$ cat src/rtl/cpu_pkg.sv
// Shared encodings and default timing constants for the unified-memory arbiter.
package cpu_pkg;

  typedef enum logic [1:0] {
    IDLE  = 2'd0,
    ISSUE = 2'd1,
    WAIT  = 2'd2,
    RESP  = 2'd3
  } state_t;

  localparam logic OWN_IF = 1'b0;
  localparam logic OWN_D  = 1'b1;

  localparam int LAT_DEF            = 2;
  localparam int MAX_DATA_BURST_DEF = 4;

endpackage

$ cat src/rtl/mem_arbiter_if.sv
// CPU fetch/data ports and the shared memory port, bundled for the arbiter.
interface mem_arbiter_if #(
  parameter int AW = 16,
  parameter int DW = 16
);
  logic          if_req;
  logic [AW-1:0] if_addr;
  logic [DW-1:0] if_rdata;
  logic          if_ack;

  logic          d_req;
  logic          d_we;
  logic [AW-1:0] d_addr;
  logic [DW-1:0] d_wdata;
  logic [DW-1:0] d_rdata;
  logic          d_ack;

  logic          mem_en;
  logic          mem_we;
  logic [AW-1:0] mem_addr;
  logic [DW-1:0] mem_wdata;
  logic [DW-1:0] mem_rdata;

  // slave: the arbiter's view; master: the core plus memory around it
  modport slave (
    input  if_req, if_addr, d_req, d_we, d_addr, d_wdata, mem_rdata,
    output if_rdata, if_ack, d_rdata, d_ack, mem_en, mem_we, mem_addr, mem_wdata
  );

  modport master (
    output if_req, if_addr, d_req, d_we, d_addr, d_wdata, mem_rdata,
    input  if_rdata, if_ack, d_rdata, d_ack, mem_en, mem_we, mem_addr, mem_wdata
  );
endinterface

$ cat src/rtl/arb_prio.sv
// Winner selection: data first, fetch forced once after MAX_DATA_BURST data grants.
module arb_prio
  import cpu_pkg::*;
#(
  parameter int MAX_DATA_BURST = MAX_DATA_BURST_DEF
) (
  input  logic clk,
  input  logic rst,
  input  logic if_req,
  input  logic d_req,
  input  logic grant,
  output logic winner
);

  logic [3:0] starve;

  always_comb begin
    winner = OWN_D;
    if (if_req && (!d_req || starve == 4'(MAX_DATA_BURST)))
      winner = OWN_IF;
  end

  always_ff @(posedge clk or posedge rst) begin
    if (rst)
      starve <= '0;
    else if (grant) begin
      if (winner == OWN_IF)
        starve <= '0;
      else if (if_req)
        starve <= starve + 4'd1;
    end
  end

endmodule

$ cat src/rtl/mem_arbiter.sv
// Shares one fixed-latency single-ported memory between CPU fetch and data ports.
//   state | meaning
//   IDLE  | waiting for a request; latches winner's address/we/wdata
//   ISSUE | mem_en strobe; stores finish here, loads arm the latency counter
//   WAIT  | counting down read latency; captures mem_rdata at count 1
//   RESP  | owner's ack pulse
module mem_arbiter
  import cpu_pkg::*;
#(
  parameter int AW             = 16,
  parameter int DW             = 16,
  parameter int LAT            = LAT_DEF,
  parameter int MAX_DATA_BURST = MAX_DATA_BURST_DEF
) (
  input  logic          clk,
  input  logic          rst,
  mem_arbiter_if.slave  bus,
  output logic          busy,
  output logic          owner
);

  state_t        state, state_n;
  logic [2:0]    cnt, cnt_n;
  logic          en_q, en_n;
  logic          we_q, we_n;
  logic [AW-1:0] addr_q, addr_n;
  logic [DW-1:0] wdata_q, wdata_n;
  logic [DW-1:0] if_rd_q, if_rd_n;
  logic [DW-1:0] d_rd_q, d_rd_n;
  logic          if_ack_q, if_ack_n;
  logic          d_ack_q, d_ack_n;
  logic          owner_q, owner_n;
  logic          grant, winner;

  assign grant = (state == IDLE) && (bus.if_req || bus.d_req);

  arb_prio #(.MAX_DATA_BURST(MAX_DATA_BURST)) u_prio (
    .clk    (clk),
    .rst    (rst),
    .if_req (bus.if_req),
    .d_req  (bus.d_req),
    .grant  (grant),
    .winner (winner)
  );

  always_comb begin
    state_n  = state;
    cnt_n    = cnt;
    en_n     = 1'b0;
    we_n     = we_q;
    addr_n   = addr_q;
    wdata_n  = wdata_q;
    if_rd_n  = if_rd_q;
    d_rd_n   = d_rd_q;
    if_ack_n = 1'b0;
    d_ack_n  = 1'b0;
    owner_n  = owner_q;
    case (state)
      IDLE: begin
        if (grant) begin
          owner_n = winner;
          en_n    = 1'b1;
          state_n = ISSUE;
          if (winner == OWN_D) begin
            we_n    = bus.d_we;
            addr_n  = bus.d_addr;
            wdata_n = bus.d_wdata;
          end else begin
            we_n    = 1'b0;
            addr_n  = bus.if_addr;
            wdata_n = '0;
          end
        end
      end
      ISSUE: begin
        if (we_q) begin
          state_n  = RESP;
          if_ack_n = (owner_q == OWN_IF);
          d_ack_n  = (owner_q == OWN_D);
        end else begin
          cnt_n   = 3'(LAT);
          state_n = WAIT;
        end
      end
      WAIT: begin
        cnt_n = cnt - 3'd1;
        if (cnt == 3'd1) begin
          state_n = RESP;
          if (owner_q == OWN_IF) begin
            if_rd_n  = bus.mem_rdata;
            if_ack_n = 1'b1;
          end else begin
            d_rd_n  = bus.mem_rdata;
            d_ack_n = 1'b1;
          end
        end
      end
      RESP:    state_n = IDLE;
      default: state_n = IDLE;
    endcase
  end

  always_ff @(posedge clk or posedge rst) begin
    if (rst) begin
      state    <= IDLE;
      cnt      <= '0;
      en_q     <= 1'b0;
      we_q     <= 1'b0;
      addr_q   <= '0;
      wdata_q  <= '0;
      if_rd_q  <= '0;
      d_rd_q   <= '0;
      if_ack_q <= 1'b0;
      d_ack_q  <= 1'b0;
      owner_q  <= 1'b0;
    end else begin
      state    <= state_n;
      cnt      <= cnt_n;
      en_q     <= en_n;
      we_q     <= we_n;
      addr_q   <= addr_n;
      wdata_q  <= wdata_n;
      if_rd_q  <= if_rd_n;
      d_rd_q   <= d_rd_n;
      if_ack_q <= if_ack_n;
      d_ack_q  <= d_ack_n;
      owner_q  <= owner_n;
    end
  end

  assign bus.mem_en    = en_q;
  assign bus.mem_we    = we_q;
  assign bus.mem_addr  = addr_q;
  assign bus.mem_wdata = wdata_q;
  assign bus.if_rdata  = if_rd_q;
  assign bus.if_ack    = if_ack_q;
  assign bus.d_rdata   = d_rd_q;
  assign bus.d_ack     = d_ack_q;
  assign busy          = (state != IDLE);
  assign owner         = owner_q;

endmodule

$ cat src/flat_wrapper.sv
// flat-port wrapper written by rule: the top's interface ports become plain ports
module mem_arbiter_flat import cpu_pkg::*;
#(
  parameter int AW             = 16,
  parameter int DW             = 16,
  parameter int LAT            = LAT_DEF,
  parameter int MAX_DATA_BURST = MAX_DATA_BURST_DEF
)
  (clk, rst, busy, owner, bus_if_req, bus_if_addr, bus_d_req, bus_d_we, bus_d_addr, bus_d_wdata, bus_mem_rdata, bus_if_rdata, bus_if_ack, bus_d_rdata, bus_d_ack, bus_mem_en, bus_mem_we, bus_mem_addr, bus_mem_wdata);
  mem_arbiter_if #(.AW(AW), .DW(DW)) bus_i ();
  input  logic clk;
  input  logic rst;
  output logic busy;
  output logic owner;
  input wire logic [$bits(bus_i.if_req)-1:0] bus_if_req;
  input wire logic [$bits(bus_i.if_addr)-1:0] bus_if_addr;
  input wire logic [$bits(bus_i.d_req)-1:0] bus_d_req;
  input wire logic [$bits(bus_i.d_we)-1:0] bus_d_we;
  input wire logic [$bits(bus_i.d_addr)-1:0] bus_d_addr;
  input wire logic [$bits(bus_i.d_wdata)-1:0] bus_d_wdata;
  input wire logic [$bits(bus_i.mem_rdata)-1:0] bus_mem_rdata;
  output wire logic [$bits(bus_i.if_rdata)-1:0] bus_if_rdata;
  output wire logic [$bits(bus_i.if_ack)-1:0] bus_if_ack;
  output wire logic [$bits(bus_i.d_rdata)-1:0] bus_d_rdata;
  output wire logic [$bits(bus_i.d_ack)-1:0] bus_d_ack;
  output wire logic [$bits(bus_i.mem_en)-1:0] bus_mem_en;
  output wire logic [$bits(bus_i.mem_we)-1:0] bus_mem_we;
  output wire logic [$bits(bus_i.mem_addr)-1:0] bus_mem_addr;
  output wire logic [$bits(bus_i.mem_wdata)-1:0] bus_mem_wdata;
  assign bus_i.if_req = bus_if_req;
  assign bus_i.if_addr = bus_if_addr;
  assign bus_i.d_req = bus_d_req;
  assign bus_i.d_we = bus_d_we;
  assign bus_i.d_addr = bus_d_addr;
  assign bus_i.d_wdata = bus_d_wdata;
  assign bus_i.mem_rdata = bus_mem_rdata;
  assign bus_if_rdata = bus_i.if_rdata;
  assign bus_if_ack = bus_i.if_ack;
  assign bus_d_rdata = bus_i.d_rdata;
  assign bus_d_ack = bus_i.d_ack;
  assign bus_mem_en = bus_i.mem_en;
  assign bus_mem_we = bus_i.mem_we;
  assign bus_mem_addr = bus_i.mem_addr;
  assign bus_mem_wdata = bus_i.mem_wdata;
  mem_arbiter #(.AW(AW), .DW(DW), .LAT(LAT), .MAX_DATA_BURST(MAX_DATA_BURST)) u_core (.clk(clk), .rst(rst), .bus(bus_i), .busy(busy), .owner(owner));
endmodule
$ cat config.mk
export PLATFORM = sky130hd
export DESIGN_NAME = mem_arbiter_flat
export DESIGN_NICKNAME = d
export VERILOG_FILES = /design/src/rtl/cpu_pkg.sv /design/src/rtl/mem_arbiter_if.sv /design/src/rtl/arb_prio.sv /design/src/rtl/mem_arbiter.sv /design/src/flat_wrapper.sv
export SDC_FILE = /design/constraint.sdc
export NUM_CORES = 1
export LEC_CHECK = 0
export ABC_AREA = 1
export CAP_MARGIN = 15
export CELL_PAD_IN_SITES_DETAIL_PLACEMENT = 0
export CELL_PAD_IN_SITES_GLOBAL_PLACEMENT = 2
export CORE_MARGIN = 8
export CORE_UTILIZATION = 25
export CTS_BUF_LIST = sky130_fd_sc_hd__clkbuf_4
export DETAILED_ROUTE_END_ITERATION = 16
export PLACE_DENSITY_LB_ADDON = 0.1
export SYNTH_ARGS = -nofsm -noshare
export SYNTH_HDL_FRONTEND = slang
export SYNTH_SLANG_ARGS = --single-unit
$ cat constraint.sdc
create_clock -name clk -period 2.6 [get_ports clk]
set_input_delay 0.39 -clock clk [delete_from_list [all_inputs] [get_ports clk]]
set_output_delay 0.39 -clock clk [all_outputs]
set_load 0.01 [all_outputs]
---- Word-level counts from Yosys, hierarchy flattened ----
Index checks and enable logic that the tools add are counted.
storage, ports and cells
  output and inout bits ................... 70
  bits of input ports ..................... 69
  flip-flop bits (word level) ............. 78
  word-level logic and storage cells ...... 60
cells by class
  equal/unequal tests ..................... 8
  $add $sub $neg .......................... 2
  bitwise operators ....................... 1
  reductions and logical operators ........ 15
  multiplexer cells ....................... 22
operators with widths
  kind                                                                      number
  16-bit two-way mux                                                        2
  1-bit two-way mux                                                         11
  4-bit two-way mux                                                         2
  2-bit one-hot mux with 4 select lines                                     1
  2-bit AND reduction                                                       4
  3-bit one-hot mux with 2 select lines                                     1
  3-bit AND reduction                                                       2
  2-bit nonzero test                                                        3
  4-bit by 1-bit adder with 4-bit output (second input constant)            1
  2-bit equality test (second input constant)                               2
  4-bit by 3-bit equality test with 1-bit output (second input constant)    1
  2-bit two-way mux                                                         2
  2-bit by 1-bit inequality test with 1-bit output (second input constant)  2
  1-bit one-hot mux with 2 select lines                                     2
  3-bit by 1-bit equality test with 1-bit output (second input constant)    1
  3-bit two-way mux                                                         1
  3-bit by 1-bit subtractor with 3-bit output (second input constant)       1
  2-bit by 1-bit equality test with 1-bit output (second input constant)    1
  1-bit logical AND                                                         2
  2-bit logical NOT                                                         1
  1-bit logical OR                                                          2
  2-bit inequality test (second input constant)                             1
  1-bit logical NOT                                                         1
  1-bit inverter                                                            1

---- Longest topological paths before layout ----
  depth after elaboration ................. 5
  depth in mapped cells ................... 9
  depth with buffers taken out ............ 8

---- Modules after synthesis ----
A second synthesis with hierarchy kept.
second synthesis, totals
  cell total of the unflattened synthesis .. 406
  area total of the unflattened synthesis .. 3,358.2 um^2
modules (own cells, without submodules)
  module       area an instance (um^2)  sequential area each (um^2)  instances  cells each
  mem_arbiter  3,101.7                  1,851.8                      1          371
  arb_prio     256.5                    100.1                        1          35

---- Worst setup path before layout ----
Ideal clock, no wire load.
  path kind ............................... reg2reg
  start point ............................. reg u_core.state[0]
  end point ............................... reg u_core.d_rd_q[10] (netlist: u_core.bus.d_rdata[10])
  library setup time ...................... 0.132 ns
  path buffers ............................ 1
  arrival time ............................ 1.220 ns
  clock period less this slack ............ 1.352 ns
  required time ........................... 2.468 ns
  slack ................................... 1.248 ns
  cell stages (with the launch flop) ...... 7
  cell sequence ........................... dfrtp_1 inv_1 ha_1 nand3_1 clkbuf_1 nand2_1 o21ai_0
on the way
  word-level cells in the longest chain between the ends .. 2
ends and longest elaborated chain
  element                               RTL line            RTL
  from (decl)                           mem_arbiter.sv:22   state_t state, state_n;
  from (signal assigned)                mem_arbiter.sv:117  state <= state_n;
  2-bit equality test                   mem_arbiter.sv:58   case (state)
  3-bit AND reduction (no source line)  -
  to (signal assigned)                  mem_arbiter.sv:124  d_rd_q <= d_rd_n;
  to (decl)                             mem_arbiter.sv:29   logic [DW-1:0] d_rd_q, d_rd_n;
Every way passes these cells.
A chain may end at the register's enable or synchronous reset.

---- Worst setup path in the final report ----
  start point ............................. reg u_core.state[0]
  end point ............................... out busy
on the way
  word-level cells in the longest chain between the ends .. 1
ends and longest elaborated chain
  element             RTL line            RTL
  2-bit nonzero test  mem_arbiter.sv:139  assign busy = (state != IDLE);
  to (decl)           flat_wrapper.sv:13  output logic busy;
Every way passes these cells.

==> metrics.txt <==
# TYPE chip_impl_metric gauge
chip_impl_metric{name="vdd_ir_drop_max",unit="V"} 0.000308
chip_impl_info{name="cp_startpoint",value="u_core.state[0]"} 1
chip_impl_info{name="timing.setup.critical_path_class",value="flop to output pin"} 1
chip_impl_metric{name="chipWidth",unit="um"} 134
chip_impl_metric{name="h-tree-depth",unit=""} 3
chip_impl_metric{name="finalMaxSlewViolations",unit=""} 0
chip_impl_info{name="unrepaired_setup_endpoints_after_global_routing",value="false"} 1
chip_impl_info{name="critical_path.reg2reg.startpoint",value="u_core.state[1]"} 1
chip_impl_info{name="start_kind",value="flop"} 1
chip_impl_metric{name="cts.hold.buffers_added",unit=""} 0
chip_impl_metric{name="netlist-cell-type-count",unit=""} 22
chip_impl_metric{name="sequential_cell_area",unit="um^2"} 1950
chip_impl_metric{name="cp_data_arrival_time",unit="ns"} 1.83
chip_impl_metric{name="post_drt_via_cell_ratio",unit=""} 4.17
chip_impl_info{name="holdCritPathClass",value="primary input to async pin"} 1
chip_impl_metric{name="groute.layer.met3.usage",unit="%"} 5.50
chip_impl_metric{name="drtAntennaViolNets",unit=""} 0
chip_impl_metric{name="antenna_found_initial",unit=""} 1
chip_impl_metric{name="grt_usage",unit="%"} 12.4
chip_impl_metric{name="clk_latency",unit="ns"} 0.44
chip_impl_metric{name="fmax",unit="GHz"} 0.449
chip_impl_metric{name="cells_on_worst_reg2reg_path",unit=""} 6
chip_impl_metric{name="post_route_cells_drive_above_1_share",unit="%"} 5.23
chip_impl_metric{name="rows",unit=""} 43
chip_impl_metric{name="multiInputGateArea",unit="um^2"} 1190
chip_impl_metric{name="count_of_endpoints_failing_hold_in_the_final_timing_report",unit=""} 0
chip_impl_metric{name="boundaryPins",unit=""} 139
chip_impl_info{name="kind_of_end_point_of_the_critical_path",value="output pin"} 1
chip_impl_metric{name="postSynthRegisterBits",unit=""} 78
chip_impl_metric{name="leakage",unit="nW"} 2.62
chip_impl_metric{name="synthCells",unit=""} 411
chip_impl_metric{name="design.core.area",unit="um^2"} 13700
chip_impl_metric{name="drc",unit=""} 0
chip_impl_metric{name="io_buffer_count",unit=""} 138
chip_impl_metric{name="crit_fanout",unit=""} 4
chip_impl_metric{name="clk_pin_slew",unit="ns"} 0.13
chip_impl_metric{name="synth-warning-count",unit=""} 0
chip_impl_info{name="status",value="completed"} 1
chip_impl_metric{name="fp.dieH",unit="um"} 134
chip_impl_metric{name="timing.hold.ws",unit="ns"} 0.311
chip_impl_metric{name="firstDrtPassIters",unit=""} 4
chip_impl_metric{name="finalWeightedCongestion",unit=""} 0.711
chip_impl_metric{name="grt_first_pass_wirelength",unit="um"} 17400
chip_impl_metric{name="cts_inserted_buffers",unit=""} 9
chip_impl_metric{name="final_min_period_over_clock_period",unit="%"} 85.6
chip_impl_metric{name="grt_overflow",unit=""} 0
chip_impl_metric{name="vias",unit=""} 3068
chip_impl_metric{name="worst_ep_required_time",unit="ns"} 2.21
chip_impl_metric{name="cts.repair.resized",unit=""} 0
chip_impl_metric{name="reg2reg_setup_slack",unit="ns"} 0.85
chip_impl_metric{name="fin_worst_skew",unit="ns"} 0.0146
chip_impl_metric{name="synth.cell_area",unit="um^2"} 3480
chip_impl_metric{name="wire_per_inst",unit="um"} 14.9
chip_impl_metric{name="cts.repair_timing.setup_buffer_count",unit=""} 0
chip_impl_metric{name="initial_core_util",unit="%"} 25.4
chip_impl_info{name="grt_peak_use_layer",value="met2"} 1
chip_impl_metric{name="syn-num-nets",unit=""} 488
chip_impl_metric{name="fin_setup_tns",unit="ns"} 0
chip_impl_metric{name="power_density_of_the_placed_cells",unit="nW/um^2"} 1070
chip_impl_metric{name="setup_viol",unit=""} 0
chip_impl_metric{name="clock_sinks",unit=""} 78
chip_impl_metric{name="nNetsFinal",unit=""} 627
chip_impl_info{name="clock-root-buffer",value="clkbuf_4"} 1
chip_impl_metric{name="globalRouteMet2Util",unit="%"} 18.9
chip_impl_metric{name="area_growth_from_synthesis_to_layout",unit="%"} 50.3
chip_impl_info{name="cts_tree",value="built"} 1
chip_impl_metric{name="worstMarginPinSlew",unit="ns"} 0.666
chip_impl_metric{name="fillers",unit=""} 1483
chip_impl_metric{name="grt_start_max_net_pins",unit=""} 38
chip_impl_metric{name="layout_min_cycle_time",unit="ns"} 2.22
chip_impl_metric{name="wirelength",unit="um"} 10900
chip_impl_metric{name="drt-initial-drc-count",unit=""} 133
chip_impl_metric{name="met1_usage",unit="%"} 15.0
chip_impl_metric{name="postSynthAreaPerCell",unit="um^2"} 8.46
chip_impl_metric{name="synth.yosys.seq_area_share",unit="%"} 56.1
chip_impl_metric{name="maxCapViolations",unit=""} 0
chip_impl_metric{name="dp.final_hpwl",unit="um"} 7710
chip_impl_info{name="crit-reg2reg-capture",value="u_core.bus.mem_addr[5]"} 1
chip_impl_metric{name="grt_pass1_vias",unit=""} 3245
chip_impl_metric{name="dieArea",unit="um^2"} 17900
chip_impl_metric{name="slew-limit-headroom",unit="%"} 55.6
chip_impl_metric{name="clock_tree.buffer_depth",unit=""} 2
-- how the worst max path moves through the flow --
stage	to	depth (start not counted)
final	busy	4
after CTS	busy	4
after floorplan	u_core.bus.d_ack	1
after global placement	u_core.bus.mem_wdata[7]	5
after detailed placement	u_core.bus.mem_addr[14]	6
after global routing	busy	4
-- per-stage QoR --
| step | worst slack (ns) | area [um^2] | utilization (%) | power [mW] | cells |
|---|---|---|---|---|---|
| after global routing | 0.248 | 5230 | 38.1 | 6.06 | 736 |
| after global placement | 0.673 | 5070 | 36.9 | 4.80 | 719 |
| after CTS | 0.312 | 5220 | 38.1 | 5.70 | 735 |
| after detailed placement | 0.632 | 5070 | 36.9 | 4.83 | 719 |
| final | 0.375 | 5230 | 38.1 | 5.57 | 736 |
| after floorplan | 0.215 | 3480 | - | 3.31 | 411 |
-- synth_stat cells --
library cell	instances	area [um^2]
buf_2	10	50.1
a22oi_1	1	7.51
nand2_4	2	22.5
nand3_2	1	10.0
inv_1	63	236
buf_6	1	11.3
nand2_1	125	469
xor2_1	2	17.5
nor2_1	10	37.5
o21ai_4	1	16.3
clkbuf_1	6	22.5
inv_2	1	3.75
o211ai_1	2	15.0
o21ai_1	1	5.00
nor2_2	1	6.26
buf_4	1	7.51
ha_1	8	100
nand4_1	2	12.5
dfrtp_1	78	1950
a21oi_1	2	10.0
nand3_1	56	280
o21ai_0	37	185
-- registers in the layout (all words and copies together) (netlist names) --
name                  flops
u_core.state              2
u_core.bus.d_rdata       16
u_core.bus.if_ack         1
u_core.bus.d_ack          1
u_core.bus.mem_we         1
u_core.u_prio.starve      4
u_core.bus.mem_en         1
u_core.bus.mem_wdata     16
u_core.bus.mem_addr      16
u_core.owner              1
u_core.cnt                3
u_core.bus.if_rdata      16
-- critical path: stages, from the launching register on --
cell             delay, ns
dfrtp_1               0.42
inv_1                 0.10
ha_1                  0.28
inv_1                 0.08
clkdlybuf4s50_1       0.53
-- where the power goes --
part / switching, mW / internal (mW)
Sequential: 0.331 / 1.78
Combinational: 1.27 / 1.36
Clock: 0.449 / 0.383
Total: 2.05 / 3.52
-- logic make-up after synthesis --
family | Yosys count | share of synthesized area, %
AOI/OAI and AO/OA | 44 | 6.87
xor gates and xnor gates | 2 | 0.504
adders and majority gates | 8 | 2.88
buffers and inverters | 82 | 9.53
DFF | 78 | 56.1
and+or+nand+nor | 197 | 24.1
-- per-layer routing --
metal  wire length [um]  vias to the layer above
met5                  0                        -
met4                152                        0
met3               1040                       11
met2               4900                       92
met1               4860                     1409
li1                   -                     1556
-- cell usage in the layout (no fill, tap or decap), types with 7 or more instances in the layout --
cell type and n:
buf_4 7, clkbuf_4 9, clkdlybuf4s50_1 138, dfrtp_1 78, ha_1 8, inv_1 62
nand2_1 125, nand3_1 56, nor2_1 10, o21ai_0 37
-- area by class of cell --
type                            instances  area share (%)
Clock inverter                          7            1.70
Multi-Input combinational cell        251            22.9
Clock buffer                            9            1.29
Timing Repair Buffer                  146            27.8
Inverter                               64            4.62
Tap cell                              180            4.31
Antenna cell                            1          0.0479
Sequential cell                        78            37.3
Note: power is estimated with default switching activity, not from simulation.
